==> src/rtl/uart_pkg.sv <==
// Shared UART transmitter definitions: parity modes, FSM state encoding and a frame-length helper.
package uart_pkg;

    localparam int PAR_NONE = 0;
    localparam int PAR_EVEN = 1;
    localparam int PAR_ODD  = 2;

    typedef enum logic [2:0] {
        IDLE,
        START,
        DATA,
        PAR,
        STOP
    } tx_state_t;

    function automatic int frame_len(input int data_w, input int parity, input int stop_bits);
        return 1 + data_w + ((parity != PAR_NONE) ? 1 : 0) + stop_bits;
    endfunction

endpackage

==> src/rtl/uart_tx_fifo.sv <==
// Synchronous FIFO feeding the UART transmitter; refuses pushes when full and pops when empty.
module uart_tx_fifo #(
    parameter int WIDTH = 8,
    parameter int DEPTH = 4
) (
    input  logic                       clk_baud,
    input  logic                       rst,
    input  logic                       push,
    input  logic [WIDTH-1:0]           push_data,
    input  logic                       pop,
    output logic [WIDTH-1:0]           pop_data,
    output logic                       full,
    output logic                       empty,
    output logic [$clog2(DEPTH+1)-1:0] count
);
    localparam int PTR_W = $clog2(DEPTH);
    localparam int CNT_W = $clog2(DEPTH + 1);

    logic [WIDTH-1:0] mem [DEPTH];
    logic [PTR_W-1:0] wr_ptr;
    logic [PTR_W-1:0] rd_ptr;
    logic             do_push;
    logic             do_pop;

    assign full     = (count == CNT_W'(DEPTH));
    assign empty    = (count == '0);
    assign do_push  = push && !full;
    assign do_pop   = pop && !empty;
    assign pop_data = mem[rd_ptr];

    // DEPTH is a power of two, so the pointers wrap on their own.
    always_ff @(posedge clk_baud or posedge rst) begin
        if (rst) begin
            wr_ptr <= '0;
            rd_ptr <= '0;
            count  <= '0;
        end else begin
            if (do_push) wr_ptr <= wr_ptr + PTR_W'(1);
            if (do_pop)  rd_ptr <= rd_ptr + PTR_W'(1);
            if (do_push && !do_pop)      count <= count + CNT_W'(1);
            else if (do_pop && !do_push) count <= count - CNT_W'(1);
        end
    end

    always_ff @(posedge clk_baud) begin
        if (do_push) mem[wr_ptr] <= push_data;
    end

endmodule

==> src/rtl/uart_tx_param.sv <==
// Parametrised UART transmitter: valid/ready input into a DEPTH-word FIFO, one line bit per clk_baud.
module uart_tx_param
    import uart_pkg::*;
#(
    parameter int DATA_W    = 8,
    parameter int PARITY    = PAR_EVEN,
    parameter int STOP_BITS = 1,
    parameter int MSB_FIRST = 1,
    parameter int DEPTH     = 4
) (
    input  logic                       clk_baud,
    input  logic                       rst,
    input  logic                       tx_valid,
    input  logic [DATA_W-1:0]          tx_data,
    output logic                       tx_ready,
    output logic                       serial_out,
    output logic                       busy,
    output logic [$clog2(DEPTH+1)-1:0] fifo_count
);
    localparam int CNT_W = $clog2(DATA_W);

    if (DATA_W < 5 || DATA_W > 9) begin : g_bad_data_w
        $error("uart_tx_param: DATA_W=%0d outside 5..9", DATA_W);
    end
    if (PARITY < PAR_NONE || PARITY > PAR_ODD) begin : g_bad_parity
        $error("uart_tx_param: PARITY=%0d outside 0..2", PARITY);
    end
    if (STOP_BITS < 1 || STOP_BITS > 2) begin : g_bad_stop
        $error("uart_tx_param: STOP_BITS=%0d outside 1..2", STOP_BITS);
    end
    if (MSB_FIRST < 0 || MSB_FIRST > 1) begin : g_bad_order
        $error("uart_tx_param: MSB_FIRST=%0d must be 0 or 1", MSB_FIRST);
    end
    if (DEPTH < 2 || (DEPTH & (DEPTH - 1)) != 0) begin : g_bad_depth
        $error("uart_tx_param: DEPTH=%0d must be a power of two >= 2", DEPTH);
    end

    tx_state_t         state;
    logic [DATA_W-1:0] shreg;
    logic [DATA_W-1:0] shreg_next;
    logic [DATA_W-1:0] head;
    logic [CNT_W-1:0]  bit_cnt;
    logic              stop_cnt;
    logic              par_bit;
    logic              next_bit;
    logic              fifo_full;
    logic              fifo_empty;
    logic              last_stop;
    logic              pop;

    uart_tx_fifo #(
        .WIDTH(DATA_W),
        .DEPTH(DEPTH)
    ) u_fifo (
        .clk_baud (clk_baud),
        .rst      (rst),
        .push     (tx_valid),
        .push_data(tx_data),
        .pop      (pop),
        .pop_data (head),
        .full     (fifo_full),
        .empty    (fifo_empty),
        .count    (fifo_count)
    );

    assign tx_ready  = !fifo_full;
    assign last_stop = (state == STOP) && (stop_cnt == 1'(STOP_BITS - 1));
    assign pop       = !fifo_empty && ((state == IDLE) || last_stop);

    if (MSB_FIRST != 0) begin : g_msb_first
        assign next_bit   = shreg[DATA_W-1];
        assign shreg_next = {shreg[DATA_W-2:0], 1'b0};
    end else begin : g_lsb_first
        assign next_bit   = shreg[0];
        assign shreg_next = {1'b0, shreg[DATA_W-1:1]};
    end

    // A pop (from IDLE or the last stop bit) always starts a new frame, so it overrides the case.
    always_ff @(posedge clk_baud or posedge rst) begin
        if (rst) begin
            state      <= IDLE;
            serial_out <= 1'b1;
            busy       <= 1'b0;
            shreg      <= '0;
            par_bit    <= 1'b0;
            bit_cnt    <= '0;
            stop_cnt   <= 1'b0;
        end else if (pop) begin
            shreg      <= head;
            par_bit    <= (PARITY == PAR_ODD) ? ~^head : ^head;
            state      <= START;
            serial_out <= 1'b0;
            busy       <= 1'b1;
        end else begin
            case (state)
                START: begin
                    state      <= DATA;
                    serial_out <= next_bit;
                    shreg      <= shreg_next;
                    bit_cnt    <= '0;
                end
                DATA: begin
                    if (bit_cnt == CNT_W'(DATA_W - 1)) begin
                        if (PARITY != PAR_NONE) begin
                            state      <= PAR;
                            serial_out <= par_bit;
                        end else begin
                            state      <= STOP;
                            serial_out <= 1'b1;
                            stop_cnt   <= 1'b0;
                        end
                    end else begin
                        bit_cnt    <= bit_cnt + CNT_W'(1);
                        serial_out <= next_bit;
                        shreg      <= shreg_next;
                    end
                end
                PAR: begin
                    state      <= STOP;
                    serial_out <= 1'b1;
                    stop_cnt   <= 1'b0;
                end
                STOP: begin
                    if (last_stop) begin
                        state <= IDLE;
                        busy  <= 1'b0;
                    end else begin
                        stop_cnt <= stop_cnt + 1'b1;
                    end
                end
                default: begin
                    state      <= IDLE;
                    serial_out <= 1'b1;
                    busy       <= 1'b0;
                end
            endcase
        end
    end

endmodule
==> config.mk <==
export PLATFORM = sky130hd
export DESIGN_NAME = uart_tx_param
export DESIGN_NICKNAME = d
export VERILOG_FILES = /design/src/rtl/uart_pkg.sv /design/src/rtl/uart_tx_fifo.sv /design/src/rtl/uart_tx_param.sv
export SDC_FILE = /design/constraint.sdc
export NUM_CORES = 1
export LEC_CHECK = 0
export BUFFER_PORTS_ARGS = -buffer_cell sky130_fd_sc_hd__buf_2
export CORE_UTILIZATION = 53
export CTS_CLUSTER_DIAMETER = 100
export DETAILED_ROUTE_END_ITERATION = 12
export PLACE_DENSITY = 0.72
export SLEW_MARGIN = 20
export SYNTH_ARGS = -nofsm -noshare
export SYNTH_HDL_FRONTEND = slang
export SYNTH_HIERARCHICAL = 1
export SYNTH_SLANG_ARGS = --single-unit
==> constraint.sdc <==
create_clock -name clk_baud -period 2.55 [get_ports clk_baud]
set_input_delay 0 -clock clk_baud [delete_from_list [all_inputs] [get_ports clk_baud]]
set_output_delay 0 -clock clk_baud [all_outputs]
set_load 0.01 [all_outputs]
Yosys cells after proc, flatten, opt, wreduce, memory -nomap -nowiden. Memories as Yosys holds them, arrays and structs flattened. Cells that the tools add are included.

Word-level logic and storage cells: 77. Output and inout port bits: 6. Memories: 1. Bits in latches: 0. Register bits after elaboration: 25. Bits in read-only memories: 0. Bits in writable memories: 32.

Add/subtract/negate cells: 6. Equal/unequal tests: 13. Shift-type cells: 0. Mux-type cells: 21. $mul: 0. Bitwise gates (word level): 2. Order comparisons: 0. Divide/modulo/power cells: 0. Reduce and logical (&&, ||, !) cells: 24.

Memory list: u_fifo.mem (depth 4, bits a word 8, rd ports 1, clocked after memory_dff 0, write ports 1, RTL line uart_tx_fifo.sv:19) `logic [WIDTH-1:0] mem [DEPTH];`.

Operators by type and width (count): two-way mux 3 bit (6); two-way mux 8 bit (2); case mux 8 bit (2 select lines) (1); case mux 3 bit (4 select lines) (1); == test 3 bit, second input constant (3); inequality test 3 x 2 -> 1 bit, second input constant (3); XOR reduction 8 bit (1); two-way mux 1 bit (7); adder 3 x 1 -> 3 bit, second input constant (2); == test 3 x 2 -> 1 bit, second input constant (2); logical AND 1 bit (6); logical NOT 3 bit (2); case mux 3 bit (2 select lines) (1); AND reduction 2 bit (3); AND reduction 3 bit (2); nonzero test 2 bit (3); adder 2 x 1 -> 2 bit, second input constant (2); logical NOT 1 bit (4); inequality test 2 x 1 -> 1 bit, second input constant (2); inequality test 2 bit, second input constant (2); case mux 1 bit (2 select lines) (2); == test 3 x 1 -> 1 bit, second input constant (1); case mux 1 bit (3 select lines) (1); nonzero test 3 bit (1); other kinds (5) (6).

Logic depth before layout (Yosys ltp). Gate-level depths: netlist of run 1.

Word-level depth: 8. Depth in mapped cells: 12. Gate-level depth less buffers: 10.

Modules after synthesis. Netlist of run 1, hierarchy kept.

Modules (own cells, without submodules): uart_tx_fifo (cells an instance 78, area an instance 1592.8 sq um, sequential area each 1136.1 sq um, times used 1); uart_tx_param (cells an instance 91, area an instance 980.9 sq um, sequential area each 451.7 sq um, times used 1).

Worst setup path before layout of run 1. No wires, ideal clock.

Path type: register to register. From: reg u_fifo.count[0]. To: reg u_fifo.count[2]. Period minus slack after synthesis: 2.543 ns. Arrival time: 2.463 ns. Cell stages (with the launch flop): 12. Setup slack: 0.007 ns. Data required time: 2.471 ns. Cell sequence: dfrtp_1 nor3_1 a21oi_1 and2_1 buf_4 nand2b_1 ha_1 inv_1 fa_1 xor2_1 nor2_1 xor2_1.

Cells in the longest elaborated chain, start to end: 7.

RTL lines: from (decl) (RTL line uart_tx_fifo.sv:14) `output logic [$clog2(DEPTH+1)-1:0] count`; from (signal assigned) (RTL line uart_tx_fifo.sv:40) `if (do_push && !do_pop) count <= count + CNT_W'(1);`; from (signal assigned) (RTL line uart_tx_fifo.sv:41) `else if (do_pop && !do_push) count <= count - CNT_W'(1);`; logical NOT 3 bit (*) (RTL line uart_tx_fifo.sv:26) `assign empty = (count == '0);`; named net fifo_empty (RTL line uart_tx_param.sv:47) `logic fifo_empty;`; logical NOT 1 bit (*) (RTL line uart_tx_param.sv:68) `assign pop = !fifo_empty && ((state == IDLE) || last_stop);`; logical AND 1 bit (*) (RTL line uart_tx_param.sv:68); named net pop (RTL line uart_tx_param.sv:49) `logic pop;`; logical AND 1 bit (*) (RTL line uart_tx_fifo.sv:28) `assign do_pop = pop && !empty;`; logical NOT 1 bit (RTL line uart_tx_fifo.sv:40); logical AND 1 bit (RTL line uart_tx_fifo.sv:40); two-way mux 3 bit / nonzero test 2 bit (equally long branches).

Mark *: on every way through the listed nets, which the timed path passes. The rest lies on a longest branch. The select of a mux whose other input is x is not followed. A chain may end at the register's enable or synchronous reset.

Worst setup path in the final report of run 1.
From: reg u_fifo.count[1]. To: reg u_fifo.count[1].

Cells in the longest elaborated chain, start to end: 7.

RTL lines (RTL line): logical NOT 3 bit (*) (uart_tx_fifo.sv:26); named net fifo_empty (uart_tx_param.sv:47); logical NOT 1 bit (*) (uart_tx_fifo.sv:28, uart_tx_param.sv:68); logical AND 1 bit (uart_tx_param.sv:68); logical AND 1 bit (*) (uart_tx_fifo.sv:28); logical NOT 1 bit (uart_tx_fifo.sv:40); logical AND 1 bit (uart_tx_fifo.sv:40); two-way mux 3 bit / nonzero test 2 bit (equally long branches).

Marked as above.

==> results.md, run 1 <==
- Status: finished, final reports clean
- Setup Crit Path Kind: reg2reg
- Fraction of registers with async set/reset: between 40% and 50%
- Largest net degree at the start of global routing: 19
- Post-DP HPWL: approximately 3000 um
- YS warnings: 6
- Commonest non-fill, non-tap cell in the layout: edfxtp_1
- Final Max Slew Viols: 0
- Register cell area after layout: approximately 1600 um2
- Routed Antenna Nets: 0
- Final hold slack: roughly 130 ps
- Crit path largest cell delay: roughly 480 ps
- Post-Route WL: about 4400 um
- Total GRT Usage: 19.3%
- Layout cells sized above 1: around 29%
- Fmax: 421 MHz
- Layout Utilization: about 67%
- Unrepaired setup endpoints after global routing: no
- Post-synthesis sequential area ratio: approximately three fifths
- Fin worst setup slack: around 180 ps
- Vias per inst: approximately 5.7
- Most frequent cells in the layout: 32 x edfxtp_1, 24 x dfrtp_1, 16 x buf_2
- Root Buffer: clkbuf_8
- Worst EP required: 2770 ps
- Nets: approximately 220
- Clock Skew: between 6 and 7 ps
- Final min period: about 2400 ps
- Skew-Pair Late Insertion Delay: roughly 330 ps
- Routed WL per cell: 17.1 um
- Total number of vias: 1472
- Gate Count Post-Synth: between 150 and 200
- Top FF cell, synth: edfxtp_1
- Worst-margin pin slew: between 600 and 700 ps
- Synth Area per Inst: ~15 um2
- EDFF count, synth: 32
- WP data arrival: 2590 ps
- Routability cong.: between 0.7 and 0.8
- CP max-delay cell: dfrtp_1
- Max Buffers Root-to-Sink: 2
- PortBufs: 16
- Fin crit share: between 90 and 100%
- Area of the multi-input gates: approximately 900 um2
- Antenna cells: 0
- Layout area overhead: 16.8%
- Yosys top cell by area: edfxtp_1
- Count of final setup violators: 0
- HP Class: in2reg
- Crit-path cells: nor3_2 -> a21oi_1 -> and2_1 -> nand2b_1 -> ha_1 -> inv_1 -> fa_1 -> mux2_2
- CTS tree: built
- CTS buffer count: 9
- Clock tree sinks: 57
- Critical path startpoint: u_fifo/count[1]
- Pre-CTS WS: 149 ps
- Maximum capacitance violations: 0
- Vias in the first global route: approximately 1.5k
- #FFs+latches synth: 57
- Synth area leaders: edfxtp_1 37%, dfrtp_1 23%, mux4_2 7.0%, xnor2_1 4.1%, ha_1 3.4%
- Die span in x: roughly 70 um
- Type of element capturing the critical path: register
- Site row count: 24
- 1st-pass router iterations: 4
- Post-synthesis cell type count: 40
- Grt total ovfl: 0
- Initial Utilization: between 50% and 60%
- Die extent in y: between 70 and 80 um
- Leakage power: ~1.2 nW
- Core Box Area: around 4500 um2
- Initial antenna violation count: 0
- Normalized max-slew margin: a little over half
- Filler Cell Count: 316
- IO Pins: 17
- Initial DRC count: about 140
- Hold_sp: tx_valid
- CP startpoint kind: register
- Post-Syn Nets: 188
- First-pass GRT wire length: 7040 um
- Worst-path fanout max: 9
- Setup TNS: 0 ps
- Max VDD drop: 0.000602 V
- Clock slew at reported path FFs: 70 ps
- H-tree depth: 3
- Share of the synthesized area in the top cell type: between 30% and 40%
- PwrDens: roughly 1400 nW/um2
- Final Hold Violating Endpoints: 0
- Die area: around 5100 um2
- Remaining routing DRC violations: 0
- Worst r2r src: u_fifo/count[1]
- Synth Cell Area: about 2600 um2
## worst paths after layout
check / slack (ps) / depth (start not counted) / end
worst min register to register: 470 / 1 / busy
max in group asynchronous: 1780 / 3 / shreg[2]
min in group asynchronous: 150 / 3 / u_fifo/count[0]
worst max register to register: 180 / 8 / u_fifo/count[1]
worst max-delay path: 180 / 8 / u_fifo/count[1]
worst min-delay path: 130 / 3 / u_fifo/wr_ptr[0]
## metrics by stage
| stage | instance area [um2] | instances | total power, W |
|---|---|---|---|
| detailed placement | 2700 | 234 | 0.00327 |
| global route | 3010 | 259 | 0.00443 |
| finish | 3010 | 259 | 0.00417 |
| CTS | 3000 | 259 | 0.00419 |
| floorplan | 2570 | 169 | 0.00289 |
| global placement | 2700 | 234 | 0.00316 |
## routing by layer
metal  track usage [%]  part of all wire [%]  vias up
li1                  -                     -      692
met1              23.6                    46      747
met2              30.6                    50       26
met3              6.47                   2.9        7
met4              10.2                   1.6        0
met5                 0                     0        -
## registers in the layout (all words and copies together), names as in the netlist
register,cells
u_fifo/mem,32
stop_cnt,1
par_bit,1
state,3
u_fifo/rd_ptr,2
busy,1
u_fifo/wr_ptr,2
bit_cnt,3
shreg,8
serial_out,1
u_fifo/count,3
## final cells by class
type                       instances  share of cell area (%)
sequential                        57                    52.8
multi-input combinational         95                    30.0
timing repair buffer              30                    6.91
clock buffer                      10                    4.25
clock inverter                     6                    2.75
tap                               52                    2.16
inverter                           9                    1.12
## cell usage after synthesis, drive strengths merged, types with 4 or more instances
cell type,instances
a221o,7
and2,5
and3,7
buf,7
dfrtp,24
edfxtp,32
ha,7
inv,9
mux4,8
nand2,4
nor2,11
o21ai,4
xnor2,12
## where the power goes
part | internal, W | switching (W) | total, W
clock | 0.000545 | 0.000355 | 0.000900
sequential | 0.00130 | 0.000245 | 0.00154
combinational | 0.000876 | 0.000855 | 0.00173
total | 0.00272 | 0.00146 | 0.00417
## repair_timing
item | 4_1_cts | 5_1_grt
hold buffers | 9 | 0
setup buffers | 0 | 0
setup endpoints to repair | 0 | 1
gates resized for setup | 0 | 1
hold endpoints to repair | 56 | 0
## worst max-delay path, delay by kind of cell, from the launching register on
kind            cells  cell delay [ps]
simple gates        3              410
buf+inv             1               70
compound gates      1              400
mux                 1              270
fa+ha+maj           2              630
flops               1              480
## logic make-up after synthesis
logic type | after synthesis | synth area share, %
multiplexers | 13 | 9.19
AND/OR/NAND/NOR | 36 | 8.41
buffers and inverters | 17 | 3.50
adder cells (fa/ha/maj) | 8 | 4.18
AO/OA/AOI/OAI | 24 | 8.26
XOR/XNOR | 14 | 4.76
flip-flops | 57 | 61.7
(Power assumes the default switching activity.)
==> run 2: changes to the inputs <==
--- a/config.mk
+++ b/config.mk
@@ -6,10 +6,12 @@
 export NUM_CORES = 1
 export LEC_CHECK = 0
 export BUFFER_PORTS_ARGS = -buffer_cell sky130_fd_sc_hd__buf_2
-export CORE_UTILIZATION = 53
+export CAP_MARGIN = 20
+export CORE_UTILIZATION = 56
+export CTS_BUF_LIST = sky130_fd_sc_hd__clkbuf_2
 export CTS_CLUSTER_DIAMETER = 100
 export DETAILED_ROUTE_END_ITERATION = 12
-export PLACE_DENSITY = 0.72
+export PLACE_DENSITY = 0.76
 export SLEW_MARGIN = 20
 export SYNTH_ARGS = -nofsm -noshare
 export SYNTH_HDL_FRONTEND = slang
==> run 2 against run 1 <==
  * Fmax is 1.6% higher
  * Global-route usage is 1.8 points higher
  * Worst setup slack better by 38 ps
  * Total power is 6.1% lower
  * Sequential share of layout area is 0.94 points higher
  * Critical endpoint unchanged
  * Critical path depth stayed put
  * Combinational power hardly changed
  * First-iteration DRC count is 34% lower
  * Design area is 1.7% lower
  * Register-to-register slack better by 40 ps
  * Die area is 5.2% lower
  * Utilization is 0.69 points higher
==> results.md, run 2 (synthesized netlist as in run 1, its figures left out) <==
- Status: finished, final reports clean
- CTS buffer count: 9 (unchanged)
- H-tree depth: 3 (unchanged)
- Top Registers: u_fifo/mem (32), shreg (8)
- Antenna cells: 0 (unchanged)
- Maximum capacitance violations: 0 (unchanged)
- Sequential share of power: 39.2% (+2.3 points)
- Fin crit share: 91.6% (-1.5 points)
- CP startpoint kind: register
- Max reg flops: 32 (unchanged)
- Setup TNS: 0 ps (unchanged)
- Worst EP required: 2910 ps (+140 ps)
- WP data arrival: 2700 ps (+110 ps)
- Final Hold Violating Endpoints: 0 (unchanged)
- Final Max Slew Viols: 0 (unchanged)
- IO Pins: 17 (unchanged)
- Clock Skew: 19.2 ps (+12.6 ps)
- Critical path startpoint: u_fifo/count[1]
- Largest net degree at the start of global routing: 19 (unchanged)
- Initial antenna violation count: 0 (unchanged)
- Setup Crit Path Kind: reg2reg
- Net Sw Power: 0.00142 W (-2.3%)
- First-pass GRT wire length: 7560 um (+7.3%)
- Internal: 0.00249 W (-8.1%)
- Routed WL per cell: 17.0 um (-0.54%)
- Unrepaired setup endpoints after global routing: no
- Post-CTS setup buffers: 0 (unchanged)
- Normalized max-slew margin: 56.7% (+2.7 points)
- Worst r2r src: u_fifo/count[1]
- Clk pwr share: 17.1% (-4.5 points)
- Net switching fraction of the power: 36.3% (+1.4 points)
- Remaining routing DRC violations: 0 (unchanged)
- Worst-path fanout max: 9 (unchanged)
- PortBufs: 16 (unchanged)
- PwrDens: 1330 nW/um2 (-4.5%)
- Commonest non-fill, non-tap cell in the layout: edfxtp_1
- Final min period: 2340 ps (-38.2 ps)
- Nets: 223 (+0.90%)
- Grt total ovfl: 0 (unchanged)
- Skew-Pair Late Insertion Delay: 470 ps (+140 ps)
- Post-Route WL: 4420 um (-0.16%)
- Core Box Area: 4380 um2 (-2.7%)
- Initial DRC count: 93 (-34%)
- Pre-CTS WS: 155 ps (+6.35 ps)
- CTS tree: built
- Most frequent cells in the layout: 32 x edfxtp_1, 23 x dfrtp_1, 16 x buf_2
- Leakage power: 1.19 nW (-1.7%)
- Post-DP HPWL: 3160 um (+6.6%)
- Die extent in y: 69.8 um (-2.6%)
- Die area: 4870 um2 (-5.2%)
- Max Buffers Root-to-Sink: 2 (unchanged)
- Vias per inst: 5.73 (+0.83%)
- Max VDD drop: 0.000835 V (+39%)
- Clock slew at reported path FFs: 170 ps (+100 ps)
- Layout cells sized above 1: 29.8% (+0.34 points)
- Layout area overhead: 14.8%
- Site row count: 24 (unchanged)
- Count of final setup violators: 0 (unchanged)
- Fmax: 428 MHz (+1.6%)
- Comb power frac: 43.7% (+2.2 points)
- Vias in the first global route: 1575 (+3.6%)
- R2r worst-path depth: 8 (unchanged)
- Worst-margin pin slew: 649 ps (-40.3 ps)
- Die span in x: 69.8 um (-2.6%)
- Type of element capturing the critical path: register
- Biggest register: u_fifo/mem
- Routability cong.: 0.796 (-0.15%)
- Clock tree sinks: 57 (unchanged)
- Root Buffer: clkbuf_2
- HP Class: in2async
- 1st-pass router iterations: 4 (unchanged)
- Total GRT Usage: 21.1% (+1.8 points)
- Initial Utilization: 58.7% (+1.6 points)
- Fin worst setup slack: 213 ps (+38.2 ps)
- Total number of vias: 1490 (+1.2%)
- Tot Pwr: 0.00392 W (-6.1%)
- Routed Antenna Nets: 0 (unchanged)
==> run 2: power groups by stage <==
stage / clock network [W] / registers, W / logic, W
5_1_grt: 0.000719 / 0.00157 / 0.00190
3_3_place_gp: 0 / 0.00153 / 0.00162
2_1_floorplan: 0 / 0.00146 / 0.00143
3_5_place_dp: 0 / 0.00155 / 0.00171
6_report: 0.000671 / 0.00153 / 0.00171
4_1_cts: 0.000680 / 0.00153 / 0.00173
==> run 2: path summary, 6_finish.rpt <==
path	to	slack [ps]
max	u_fifo/count[1]	210
min	bit_cnt[2]	150
max reg2reg	u_fifo/count[1]	210
min reg2reg	busy	490
max in group asynchronous	u_fifo/count[1]	1750
min in group clk_baud	u_fifo/mem[1][2]	260
==> run 2: layout make-up <==
cell class	count	area, um2
clock buffers	9	45.0
clock inverters	6	93.8
fillers	305	1430
inverters	9	33.8
multi-input cells	95	901
flip-flops and latches	57	1590
well taps	52	65.1
repair buffers	32	228
==> run 2: through the flow <==
step	hold slack [ps]	instance area, um2	utilization [%]	cells
floorplan	-197	2570	-	169
global placement	-55.0	2700	61.6	234
detailed placement	-39.6	2700	61.6	234
CTS	164	2950	67.3	260
global route	192	2960	67.4	260
finish	148	2960	67.4	260
==> run 2: metal layers <==
layer	vias to the layer above	GRT usage (%)	wire, um
li1	697	-	-
met1	762	25.8	1930
met2	22	34.6	2290
met3	9	5.23	103
met4	0	11.3	95
met5	-	0	0
==> run 2: worst max-delay path, cell delays in order, from the launching register on <==
cell and delay, ps:
dfrtp_2 470, nor3_2 70, a21oi_1 420, and2_1 220, nand2b_1 100, ha_1 220, inv_1 70, fa_1 400
mux2_2 270
==> run 2: what timing repair did <==
action | 4_1_cts | 5_1_grt
hold buffers | 11 | 0
gates resized for setup | 0 | 2
endpoints found under the setup margin | 0 | 2
endpoints found under the hold margin | 58 | 0
==> run 3: changes to the inputs <==
--- a/config.mk
+++ b/config.mk
@@ -7,11 +7,11 @@
 export LEC_CHECK = 0
 export BUFFER_PORTS_ARGS = -buffer_cell sky130_fd_sc_hd__buf_2
 export CAP_MARGIN = 20
-export CORE_UTILIZATION = 56
-export CTS_BUF_LIST = sky130_fd_sc_hd__clkbuf_2
+export CORE_UTILIZATION = 53
+export CTS_BUF_LIST = sky130_fd_sc_hd__clkbuf_4 sky130_fd_sc_hd__clkbuf_8 sky130_fd_sc_hd__clkbuf_16
 export CTS_CLUSTER_DIAMETER = 100
 export DETAILED_ROUTE_END_ITERATION = 12
-export PLACE_DENSITY = 0.76
+export PLACE_DENSITY = 0.72
 export SLEW_MARGIN = 20
 export SYNTH_ARGS = -nofsm -noshare
 export SYNTH_HDL_FRONTEND = slang
==> run 3 against run 2 <==
  * Fmax fell by 1.7%
  * Total power rose by 6.8%
  * Via count fell by 0.81%
  * Largest power group unchanged
==> results.md, run 3 (synthesized netlist as in run 1, its figures left out) <==
- Die span in x: 71.7 um (+2.7%)
- Total number of vias: 1478 (-0.81%)
- R2R Setup Slk: 170 ps (-40 ps)
- Worst-margin pin slew: 684 ps (+35.4 ps)
- Vias in the first global route: 1534 (-2.6%)
- Total GRT Usage: 19.5% (-1.6 points)
- H-tree depth: 3 (unchanged)
- Nets: 221 (-0.90%)
- Crit path largest cell delay: 480 ps (about the same)
- Largest net degree at the start of global routing: 19 (unchanged)
- Filler Cell Count: 316 (+3.6%)
- Antenna cells: 0 (unchanged)
- Crit-path cells: nor3_2 -> a21oi_1 -> and2_1 -> nand2b_1 -> ha_1 -> inv_1 -> fa_1 -> mux2_2
- PwrDens: 1390 nW/um2 (+4.9%)
- Clock Skew: 6.88 ps (-12.4 ps)
- Dpl cells: 234 (unchanged)
- Unrepaired setup endpoints after global routing: no
- Layout area overhead: 16.9%
- IO Pins: 17 (unchanged)
- Max Buffers Root-to-Sink: 2 (unchanged)
- Remaining routing DRC violations: 0 (unchanged)
- Worst-path fanout max: 9 (unchanged)
- CTS buffer count: 9 (unchanged)
- Post-Route WL: 4460 um (+0.86%)
- WP data arrival: 2600 ps (-100 ps)
- Initial Utilization: 57.1% (-1.6 points)
- Fmax: 421 MHz (-1.7%)
- Maximum capacitance violations: 0 (unchanged)
- Die area: 5140 um2 (+5.5%)
- Commonest non-fill, non-tap cell in the layout: edfxtp_1
- Max VDD drop: 0.000607 V (-27%)
- Max reg flops: 32 (unchanged)
- HP Class: in2reg
- Count of final setup violators: 0 (unchanged)
- Post-CTS setup buffers: 0 (unchanged)
- Site row count: 24 (unchanged)
- Area of the multi-input gates: 901 um2 (unchanged)
- Register cell area after layout: 1590 um2 (about the same)
- Fin crit share: 93.2% (+1.6 points)
- Worst EP required: 2770 ps (-140 ps)
- Top Registers: u_fifo/mem (32), shreg (8)
- Routed Antenna Nets: 0 (unchanged)
- Leakage power: 1.21 nW (+2.0%)
- Tot Pwr: 0.00418 W (+6.8%)
- Layout Cells excl Fill: 259 (-0.38%)
- Skew-Pair Late Insertion Delay: 330 ps (-140 ps)
- Final min period: 2380 ps (+40.2 ps)
- CP startpoint kind: register
- Most frequent cells in the layout: 32 x edfxtp_1, 24 x dfrtp_1, 16 x buf_2
- Setup Crit Path Kind: reg2reg
- Routability cong.: 0.798 (+0.15%)
- Initial antenna violation count: 0 (unchanged)
- Type of element capturing the critical path: register
- Routed WL per cell: 17.2 um (+1.2%)
- Core Box Area: 4500 um2 (+2.7%)
- Normalized max-slew margin: 54.4% (-2.4 points)
- PortBufs: 16 (unchanged)
- First-pass GRT wire length: 7080 um (-6.3%)
- Root Buffer: clkbuf_8
- Die extent in y: 71.7 um (+2.7%)
- Final Hold Violating Endpoints: 0 (unchanged)
- Grt total ovfl: 0 (unchanged)
- Vias per inst: 5.71 (-0.42%)
- Post-DP HPWL: 2970 um (-6.2%)
- Clock slew at reported path FFs: 70 ps (-100 ps)
- Biggest register: u_fifo/mem
- Setup TNS: 0 ps (unchanged)
- Status: finished, final reports clean
- Initial DRC count: 135 (+45%)
- Final Max Slew Viols: 0 (unchanged)
- Layout cells sized above 1: 30.0% (+0.14 points)
- 1st-pass router iterations: 4 (unchanged)
- Clock tree sinks: 57 (unchanged)
- CP max-delay cell: dfrtp_1
- CTS tree: built
[run 3: changes by cell type in the layout (fill, tap and decap cells not counted), sizes merged]
cell         previous run  this run
clkbuf                  9        10
dlygate4sd3            11         9
[run 3: per-stage QoR]
| stage | worst slack [ps] | util (%) | area [um2] | hold WS (ps) |
|---|---|---|---|---|
| floorplan | 7.38 | - | 2570 | -197 |
| global placement | 242 | 59.9 | 2700 | -58.2 |
| detailed placement | 149 | 59.9 | 2700 | -42.3 |
| CTS | 107 | 66.7 | 3000 | 115 |
| global route | 15.8 | 66.8 | 3010 | 131 |
| finish | 173 | 66.8 | 3010 | 123 |
[run 3: final cells by class]
cell class,instances,share of cell area [%]
flip-flops and latches,57,52.8
inverters,9,1.12
repair buffers,30,6.90
clock buffers,10,4.37
clock inverters,6,2.74
well taps,52,2.16
multi-input cells,95,29.9
[run 3: what timing repair did]
action,in CTS,in global routing
gates resized for setup,0,1
hold buffers,9,0
setup endpoints to repair,0,1
hold endpoints to repair,56,0
[run 3: path summary, 6_finish.rpt]
path | startpoint | endpoint | depth (start not counted)
min in group asynchronous | rst | u_fifo/count[0] | 3
worst max register to register | u_fifo/count[1] | u_fifo/count[1] | 8
max in group asynchronous | rst | shreg[2] | 3
worst max-delay path | u_fifo/count[1] | u_fifo/count[1] | 8
worst min-delay path | tx_valid | u_fifo/wr_ptr[0] | 3
worst min register to register | busy | busy | 1
[run 3: per-layer routing]
layer / track usage, % / share of wire, % / routed length [um] / vias to the layer above
met3: 6.47 / 3.1 / 137 / 9
met5: 0 / 0 / 0 / -
li1: - / - / - / 692
met4: 10.9 / 2.0 / 89 / 0
met2: 30.8 / 49 / 2200 / 33
met1: 23.7 / 46 / 2030 / 744
[run 3: where the power goes]
part	internal (W)	total (W)	switching [W]
Combinational	0.000876	0.00173	0.000857
Sequential	0.00130	0.00154	0.000245
Clock	0.000555	0.000911	0.000356
[run 3: worst max-delay path: cells and delay by family (launching register included)]
| kind | cells | cell delay (ps) |
|---|---|---|
| compound gates | 1 | 400 |
| fa+ha+maj | 2 | 630 |
| buf+inv | 1 | 70 |
| flops | 1 | 480 |
| mux | 1 | 270 |
| simple gates | 3 | 410 |
